File: config.mk
export PLATFORM = sky130hd
export DESIGN_NAME = dispatch_unit_pq
export DESIGN_NICKNAME = d
export VERILOG_FILES = /design/src/rtl/dispatch_unit_pq.sv
export SDC_FILE = /design/constraint.sdc
export NUM_CORES = 1
export LEC_CHECK = 0
export ABC_AREA = 1
export CAP_MARGIN = 20
export CORE_MARGIN = 2
export CORE_UTILIZATION = 46
export DETAILED_ROUTE_END_ITERATION = 12
export DONT_BUFFER_PORTS = 1
export PLACE_DENSITY = 0.66
export SLEW_MARGIN = 20
export SYNTH_ARGS = -nofsm -noshare
export SYNTH_HDL_FRONTEND = slang
export SYNTH_SLANG_ARGS = --single-unit
File: constraint.sdc
create_clock -name clock -period 5.75 [get_ports clock]
set_clock_uncertainty 0.1 [all_clocks]
set_input_delay 0.8625 -clock clock [delete_from_list [all_inputs] [get_ports clock]]
set_output_delay 0.8625 -clock clock [all_outputs]
set_load 0.1 [all_outputs]
File: src/rtl/dispatch_unit_pq.sv
// -----------------------------------------------------------------------------
// dispatch_unit_pq
//
// Purpose:
//   Single-issue dispatcher feeding NUM_Q issue queues. Each cycle it pops the
//   IFQ head, decodes it, and resolves rs/rt through an internal register
//   status table (RST). The RST forwards from the CDB and from the retiring
//   instruction. The unit allocates a destination tag from a free-tag FIFO and
//   writes a one-hot strobe to the selected issue queue. Plain jumps (j) are
//   executed here: the unit sends a one-cycle redirect to the IFQ and then
//   spends one FLUSH cycle ignoring the stale head.
//
// Optional feature (compile-time macro DISPATCH_JAL_EN):
//   When defined, jal (opcode 0x03) redirects like j. It also allocates a tag
//   for r31 and dispatches to q0 with rs = pc_4+4 and rt = 0 (both ready).
//   When undefined, opcode 0x03 is treated as a generic I-type to q0.
//
// Ports:
//   clock, reset             rising-edge clock, synchronous active-low reset
//   ifetch_*                 IFQ head (pc+4, instruction, empty flag)
//   Dispatch_ren             combinational head-consume strobe
//   Dispatch_jmp/_jmp_addr   registered redirect pulse and target
//   issueque_full            per-queue full flags
//   dispatch_*               registered queue write payload (strobe, instr,
//                            operands, tags, dest tag/valid)
//   regfile_*                async register-file read port
//   Cdb_*                    common data bus broadcast
//   Retire_*                 ROB retire (frees tag, clears RST entry)
//   free_tag_count           tags available in the free pool
// -----------------------------------------------------------------------------
module dispatch_unit_pq #(
   parameter int DATA_W = 32,
   parameter int TAG_W  = 5,
   parameter int NUM_Q  = 3
) (
   input  logic              clock,
   input  logic              reset,
   input  logic [31:0]       ifetch_pc_4,
   input  logic [31:0]       ifetch_intruction,
   input  logic              ifetch_empty,
   output logic              Dispatch_ren,
   output logic              Dispatch_jmp,
   output logic [31:0]       Dispatch_jmp_addr,
   input  logic [NUM_Q-1:0]  issueque_full,
   output logic [NUM_Q-1:0]  dispatch_en,
   output logic [31:0]       dispatch_instr,
   output logic [DATA_W-1:0] dispatch_rs_data,
   output logic [DATA_W-1:0] dispatch_rt_data,
   output logic              dispatch_rs_data_valid,
   output logic              dispatch_rt_data_valid,
   output logic [TAG_W-1:0]  dispatch_rs_tag,
   output logic [TAG_W-1:0]  dispatch_rt_tag,
   output logic [TAG_W-1:0]  dispatch_rd_tag,
   output logic              dispatch_rd_valid,
   output logic [4:0]        regfile_rs_addr,
   output logic [4:0]        regfile_rt_addr,
   input  logic [DATA_W-1:0] regfile_rs_data,
   input  logic [DATA_W-1:0] regfile_rt_data,
   input  logic              Cdb_valid,
   input  logic [TAG_W-1:0]  Cdb_rd_tag,
   input  logic [DATA_W-1:0] Cdb_data,
   input  logic              Retire_valid,
   input  logic [TAG_W-1:0]  Retire_rd_tag,
   input  logic [4:0]        Retire_rd_reg,
   input  logic [DATA_W-1:0] Retire_data,
   output logic [TAG_W:0]    free_tag_count
);

   localparam int DEPTH = 2**TAG_W;
   localparam int Q_LS  = (NUM_Q >= 2) ? 1 : 0;
   localparam int Q_MUL = (NUM_Q >= 3) ? 2 : 0;
   localparam logic [TAG_W:0] CNT_FULL = (TAG_W+1)'(DEPTH);

   localparam logic [5:0] OP_RTYPE = 6'h00;
   localparam logic [5:0] OP_J     = 6'h02;
   localparam logic [5:0] OP_BEQ   = 6'h04;
   localparam logic [5:0] OP_BNE   = 6'h05;
   localparam logic [5:0] OP_LW    = 6'h23;
   localparam logic [5:0] OP_SW    = 6'h2b;
   localparam logic [5:0] F_MULT   = 6'h18;
   localparam logic [5:0] F_MULTU  = 6'h19;
`ifdef DISPATCH_JAL_EN
   localparam logic [5:0] OP_JAL   = 6'h03;
`endif

   typedef enum logic {S_RUN, S_FLUSH} state_t;

   typedef struct packed {
      logic [DATA_W-1:0] data;
      logic              valid;
      logic [TAG_W-1:0]  tag;
   } operand_t;

   state_t state_q, state_d;

   // Register status table
   logic [31:0]      rst_busy_q;
   logic [TAG_W-1:0] rst_tag_q [32];

   // Free-tag FIFO
   logic [TAG_W-1:0] fifo_q [DEPTH];
   logic [TAG_W-1:0] head_q, tail_q;
   logic [TAG_W:0]   cnt_q, cnt_d;

   // Registered outputs
   logic [NUM_Q-1:0]  en_q;
   logic              jmp_q;
   logic [31:0]       jmp_addr_q;
   logic [31:0]       instr_q;
   operand_t          rs_q, rt_q;
   logic [TAG_W-1:0]  rd_tag_q;
   logic              rd_valid_q;

   // Decode
   logic [5:0]       opcode, funct;
   logic [4:0]       rs_reg, rt_reg, rd_reg, dest_reg;
   logic [NUM_Q-1:0] q_oh;
   logic             writes_reg, is_jump, is_jal;
   logic             has_dest, local_jump, q_ready, tag_ok, dispatch;
   logic             pop, push;
   logic [31:0]      jump_target;
   operand_t         rs_res, rt_res;

   assign opcode = ifetch_intruction[31:26];
   assign rs_reg = ifetch_intruction[25:21];
   assign rt_reg = ifetch_intruction[20:16];
   assign rd_reg = ifetch_intruction[15:11];
   assign funct  = ifetch_intruction[5:0];

   assign regfile_rs_addr = rs_reg;
   assign regfile_rt_addr = rt_reg;

   always_comb begin
      q_oh       = '0;
      q_oh[0]    = 1'b1;
      dest_reg   = rt_reg;
      writes_reg = 1'b1;
      is_jump    = 1'b0;
      is_jal     = 1'b0;
      case (opcode)
         OP_RTYPE: begin
            dest_reg = rd_reg;
            if (funct == F_MULT || funct == F_MULTU) begin
               q_oh        = '0;
               q_oh[Q_MUL] = 1'b1;
            end
         end
         OP_LW: begin
            q_oh       = '0;
            q_oh[Q_LS] = 1'b1;
         end
         OP_SW: begin
            q_oh       = '0;
            q_oh[Q_LS] = 1'b1;
            writes_reg = 1'b0;
         end
         OP_BEQ, OP_BNE: writes_reg = 1'b0;
         OP_J: begin
            q_oh       = '0;
            writes_reg = 1'b0;
            is_jump    = 1'b1;
         end
`ifdef DISPATCH_JAL_EN
         OP_JAL: begin
            dest_reg = 5'd31;
            is_jump  = 1'b1;
            is_jal   = 1'b1;
         end
`endif
         default: ;
      endcase
   end

   // Writes to r0 are discarded, so they never need a tag.
   assign has_dest    = writes_reg && (dest_reg != 5'd0);
   assign local_jump  = is_jump && !is_jal;
   assign q_ready     = local_jump || ((issueque_full & q_oh) == '0);
   // No bypass from a same-cycle retire into an empty pool: the stall is
   // driven purely by the registered count.
   assign tag_ok      = !has_dest || (cnt_q != '0);
   assign dispatch    = (state_q == S_RUN) && !ifetch_empty && q_ready && tag_ok;
   assign Dispatch_ren = dispatch;

   assign pop  = dispatch && has_dest;
   assign push = Retire_valid && (cnt_q != CNT_FULL);

   assign jump_target = {ifetch_pc_4[31:28], ifetch_intruction[25:0], 2'b00};

`ifndef DISPATCH_JAL_EN
   logic unused_pc_bits;
   assign unused_pc_bits = ^ifetch_pc_4[27:0];
`endif

   // Operand priority: r0, idle RST entry, CDB hit, retire hit, else wait on tag.
   function automatic operand_t resolve_src(
      input logic [4:0]        src,
      input logic [DATA_W-1:0] rf_data,
      input logic              busy,
      input logic [TAG_W-1:0]  tag
   );
      operand_t o;
      o.data  = '0;
      o.valid = 1'b1;
      o.tag   = '0;
      if (src != 5'd0) begin
         if (!busy)
            o.data = rf_data;
         else if (Cdb_valid && Cdb_rd_tag == tag)
            o.data = Cdb_data;
         else if (Retire_valid && Retire_rd_tag == tag)
            o.data = Retire_data;
         else begin
            o.valid = 1'b0;
            o.tag   = tag;
         end
      end
      return o;
   endfunction

   always_comb begin
      rs_res = resolve_src(rs_reg, regfile_rs_data, rst_busy_q[rs_reg], rst_tag_q[rs_reg]);
      rt_res = resolve_src(rt_reg, regfile_rt_data, rst_busy_q[rt_reg], rst_tag_q[rt_reg]);
`ifdef DISPATCH_JAL_EN
      if (is_jal) begin
         rs_res.data  = DATA_W'(ifetch_pc_4 + 32'd4);
         rs_res.valid = 1'b1;
         rs_res.tag   = '0;
         rt_res.data  = '0;
         rt_res.valid = 1'b1;
         rt_res.tag   = '0;
      end
`endif
   end

   always_comb begin
      cnt_d = cnt_q;
      if (push && !pop)
         cnt_d = cnt_q + 1'b1;
      else if (pop && !push)
         cnt_d = cnt_q - 1'b1;
   end

   // FSM: a jump spends exactly one FLUSH cycle discarding the stale head.
   always_comb begin
      state_d = state_q;
      case (state_q)
         S_RUN:   if (dispatch && is_jump) state_d = S_FLUSH;
         S_FLUSH: state_d = S_RUN;
         default: state_d = S_RUN;
      endcase
   end

   always_ff @(posedge clock) begin
      if (!reset) state_q <= S_RUN;
      else        state_q <= state_d;
   end

   always_ff @(posedge clock) begin
      if (!reset) begin
         en_q       <= '0;
         jmp_q      <= 1'b0;
         jmp_addr_q <= '0;
         instr_q    <= '0;
         rs_q       <= '0;
         rt_q       <= '0;
         rd_tag_q   <= '0;
         rd_valid_q <= 1'b0;
         rst_busy_q <= '0;
         for (int i = 0; i < 32; i++) rst_tag_q[i] <= '0;
         for (int i = 0; i < DEPTH; i++) fifo_q[i] <= TAG_W'(i);
         head_q     <= '0;
         tail_q     <= '0;
         cnt_q      <= CNT_FULL;
      end else begin
         en_q  <= '0;
         jmp_q <= dispatch && is_jump;
         if (dispatch && is_jump)
            jmp_addr_q <= jump_target;
         if (dispatch && !local_jump) begin
            en_q       <= q_oh;
            instr_q    <= ifetch_intruction;
            rs_q       <= rs_res;
            rt_q       <= rt_res;
            rd_tag_q   <= has_dest ? fifo_q[head_q] : '0;
            rd_valid_q <= has_dest;
         end

         // Retire clear is issued first so a same-cycle dispatch to the same
         // register overrides it.
         if (Retire_valid && rst_busy_q[Retire_rd_reg] &&
             rst_tag_q[Retire_rd_reg] == Retire_rd_tag)
            rst_busy_q[Retire_rd_reg] <= 1'b0;
         if (pop) begin
            rst_busy_q[dest_reg] <= 1'b1;
            rst_tag_q[dest_reg]  <= fifo_q[head_q];
            head_q               <= head_q + 1'b1;
         end

         if (push) begin
            fifo_q[tail_q] <= Retire_rd_tag;
            tail_q         <= tail_q + 1'b1;
         end
         cnt_q <= cnt_d;
      end
   end

`ifndef SYNTHESIS
   always_ff @(posedge clock) begin
      if (reset && Retire_valid && cnt_q == CNT_FULL)
         $error("dispatch_unit_pq: tag %0d returned to a full free pool, ignored", Retire_rd_tag);
   end
`endif

   assign Dispatch_jmp           = jmp_q;
   assign Dispatch_jmp_addr      = jmp_addr_q;
   assign dispatch_en            = en_q;
   assign dispatch_instr         = instr_q;
   assign dispatch_rs_data       = rs_q.data;
   assign dispatch_rs_data_valid = rs_q.valid;
   assign dispatch_rs_tag        = rs_q.tag;
   assign dispatch_rt_data       = rt_q.data;
   assign dispatch_rt_data_valid = rt_q.valid;
   assign dispatch_rt_tag        = rt_q.tag;
   assign dispatch_rd_tag        = rd_tag_q;
   assign dispatch_rd_valid      = rd_valid_q;
   assign free_tag_count         = cnt_q;

endmodule

==> impl_metrics.tcl <==
set metrics [dict create \
    status "completed" \
    cp_max_fo 11 \
    cp-start-kind "flip-flop" \
    reg2reg_from "free_tag_count[1]$_SDFFE_PN0P_" \
    cap_violations 0 \
    gp_congestion 0.932 \
    period_minus_slack_ns 4.31 \
    grt_usage_pct 30.6 \
    cts.sinks 522 \
    cts_hold_buf 0 \
    worst_pin_slew_ns 1.17 \
    rr_worst_depth 20 \
    synth-edff-count 320 \
    path_delay_family "simple AND/OR/NAND/NOR gates" \
    core-area_um2 61500 \
    crit_path_max_incr_delay_ns 0.69 \
    layoutNonFillerInstCount 4575 \
    initialDrtViolationCount 3404 \
    hp-class "input port to flip-flop" \
    htreeDepth 2 \
    dp_hpwl_mm 66.3 \
    insertion_delay_ns 0.64 \
    via_per_inst 5.95 \
    maxSlewHeadroom_pct 21.5 \
    grt_max_degree 140 \
    fmax_mhz 232 \
    combPwrFrac_pct 15.5 \
    timing.hold.ws_ns 0.252 \
    cts_setup_buffers 0 \
    fin_ws_ns 1.44 \
    path_cells "nor4_1 -> and3_1 -> nand2_1 -> nand2_1 -> inv_2 -> nand2_1 -> ha_1 -> inv_1 -> ha_1 -> a21oi_1 -> and2_1 -> inv_1 -> a21oi_1 -> inv_1 -> a21oi_1 -> nand2_1 -> nand2_1 -> nor2_1 -> a21oi_1 -> o21ai_0" \
    critical_path_class "flip-flop to flip-flop" \
    wl_per_cell_um 22.1 \
    clk_pin_slew_ns 0.06 \
    grt-ovfl-total 0 \
    hold_depth 2 \
    io_pins 382 \
    cts_buffers 55 \
    final_common_cell "nand2_1" \
    clockBufferDepth 3 \
    syn-cell-area_um2 28500 \
    pwr-share-clk_pct 36.7 \
    final_cell_mix "1046 x nand2_1, 617 x nor2_1, 549 x nand3_1" \
    drc_errors 0 \
    nets 3964 \
    setup_tns_ns 0 \
    dp_slack_ns 0.848 \
    fin_crit_sh_pct 75.0 \
    sw_frac_of_total_pct 34.2 \
    seq_power_share_pct 47.8 \
    report.final.slew_viol_count 0 \
    num_rows 91 \
    pwr_density_cell_nw_per_um2 331 \
    worstPathArrival_ns 4.73 \
    synth_seq_cells 522 \
    p_leak_nw 12.0 \
    cts-resized-gates 0 \
    yosys_most_used_dff "edfxtp_1" \
    grt_pass1_wl_mm 150 \
    critPathLaunch "free_tag_count[1]$_SDFFE_PN0P_" \
    routed_wl_mm 101 \
    async_flop_share_pct 0 \
    ys_types 42 \
    worstPathRequired_ns 6.17 \
    portBuffers 0 \
    vias 27200 \
    area_delta_synth_final_pct 8.18 \
    crit_slowest_cell "dfxtp_1" \
    first_pass_iters 9 \
    initial_core_util_pct 46.3 \
    rsz0062_at_grt "false" \
    die_area_um2 63900 \
    hold_viol_final 0 \
    crit_cells 20 \
    min_from "ifetch_intruction[5]" \
    placed_cells 4471 \
    grt_pass1_vias 24800 \
    setup_viol 0 \
    yosysWarnings 0 \
    p_int_mw 6.70 \
    grt_antenna_before_repair 2 \
    die_h_um 253 \
    cts_tree "built" \
    synth-seq-area-share_pct 48.0 \
    cpMostUsedCell "nand2_1" \
    peakVddDrop_mv 0.248 \
    die_w_um 253 \
    path_buf_inv 4 \
    crit_path_end_kind "flip-flop" \
    root_buffer "clkbuf_16" \
    syn_inst 3900 \
    drive_gt1_share_pct 5.21 \
    avgSynthCellArea_um2 7.30 \
    power_switching_mw 3.49 \
    ant_nets 0 \
]
power by group through the flow:
stage          clock (mW)  sequential [mW]  combinational [mW]
2_1_floorplan           0             4.95                1.12
6_report             3.74             4.88                1.58
3_5_place_dp            0             4.95                1.55
5_1_grt              3.89             4.89                1.71
3_3_place_gp            0             4.95                1.54
4_1_cts              3.74             4.87                1.55
synthesized netlist by cell type, drive strengths merged, types with 6 or more instances:
cell type  count  area share (%)
a21oi        217             3.8
a22oi         48             1.3
a31oi         10            0.22
buf           96             1.7
clkbuf       185             2.4
clkinv         6           0.079
dfxtp        202              14
edfxtp       320              34
ha            10            0.44
inv          257             3.4
nand2       1052              14
nand3        551             9.7
nand4         47             1.0
nor2         625             8.3
nor3          26            0.59
o211ai        20            0.53
o21ai        165             2.9
o221ai        26            0.80
o22ai         14            0.31
or2            6            0.13
layer usage:
metal	vias up	track usage, %	wire length (um)
met5	-	0	13
met4	2	14.6	4690
met3	277	6.36	11800
met2	1724	47.8	45700
met1	12600	40.7	39000
li1	12600	-	-
layout make-up:
class | instances | area, um2
Timing Repair Buffer | 56 | 495
Clock inverter | 31 | 327
Multi-Input combinational cell | 2840 | 12800
Sequential cell | 522 | 13700
Inverter | 263 | 993
Fill cell | 6014 | 30700
Tap cell | 790 | 988
Antenna cell | 1 | 2.50
Clock buffer | 72 | 1550
cells by family after synthesis:
family	share of synthesized area [%]
other	0.0132
DFF	48.0
xor gates and xnor gates	0.185
and+or+nand+nor	33.7
adders and majority gates	0.510
AOI/OAI and AO/OA	9.96
buffers and inverters	7.63
metrics by stage:
stage / utilization, % / total power [mW] / area (um2)
after detailed placement: 47.0 / 6.50 / 28900
after global placement: 47.0 / 6.49 / 28900
after floorplan: - / 6.07 / 28500
after global routing: 50.1 / 10.5 / 30800
final: 50.1 / 10.2 / 30800
after CTS: 50.1 / 10.2 / 30800
state kept, by name, indices dropped and copies added, names as in the netlist, named ones only:
signal and cells:
fifo_q 160, rst_tag_q 160, dispatch_instr 32, dispatch_rs_data 32
dispatch_rt_data 32, rst_busy_q 32, Dispatch_jmp_addr 30, free_tag_count 6
dispatch_rd_tag 5, dispatch_rs_tag 5, dispatch_rt_tag 5, head_q 5
tail_q 5, dispatch_en 3, Dispatch_jmp 1, dispatch_rd_valid 1
dispatch_rs_data_valid 1, dispatch_rt_data_valid 1, state_q 1
worst register-to-register path: cells and delay by family (launching register included):
| kind | cells | cell delay [ns] |
|---|---|---|
| simple gates | 9 | 1.84 |
| compound gates | 5 | 0.62 |
| flops | 1 | 0.69 |
| fa+ha+maj | 2 | 0.71 |
| buf+inv | 4 | 0.28 |
worst paths after layout:
kind                               endpoint  slack (ns)
min reg2reg                       flip-flop        0.42
max reg2reg  free_tag_count[5]$_SDFFE_PN1P_        1.44
max          free_tag_count[5]$_SDFFE_PN1P_        1.44
min          dispatch_instr[5]$_SDFFE_PN0P_        0.25
Note: power is estimated with default switching activity, not from simulation.
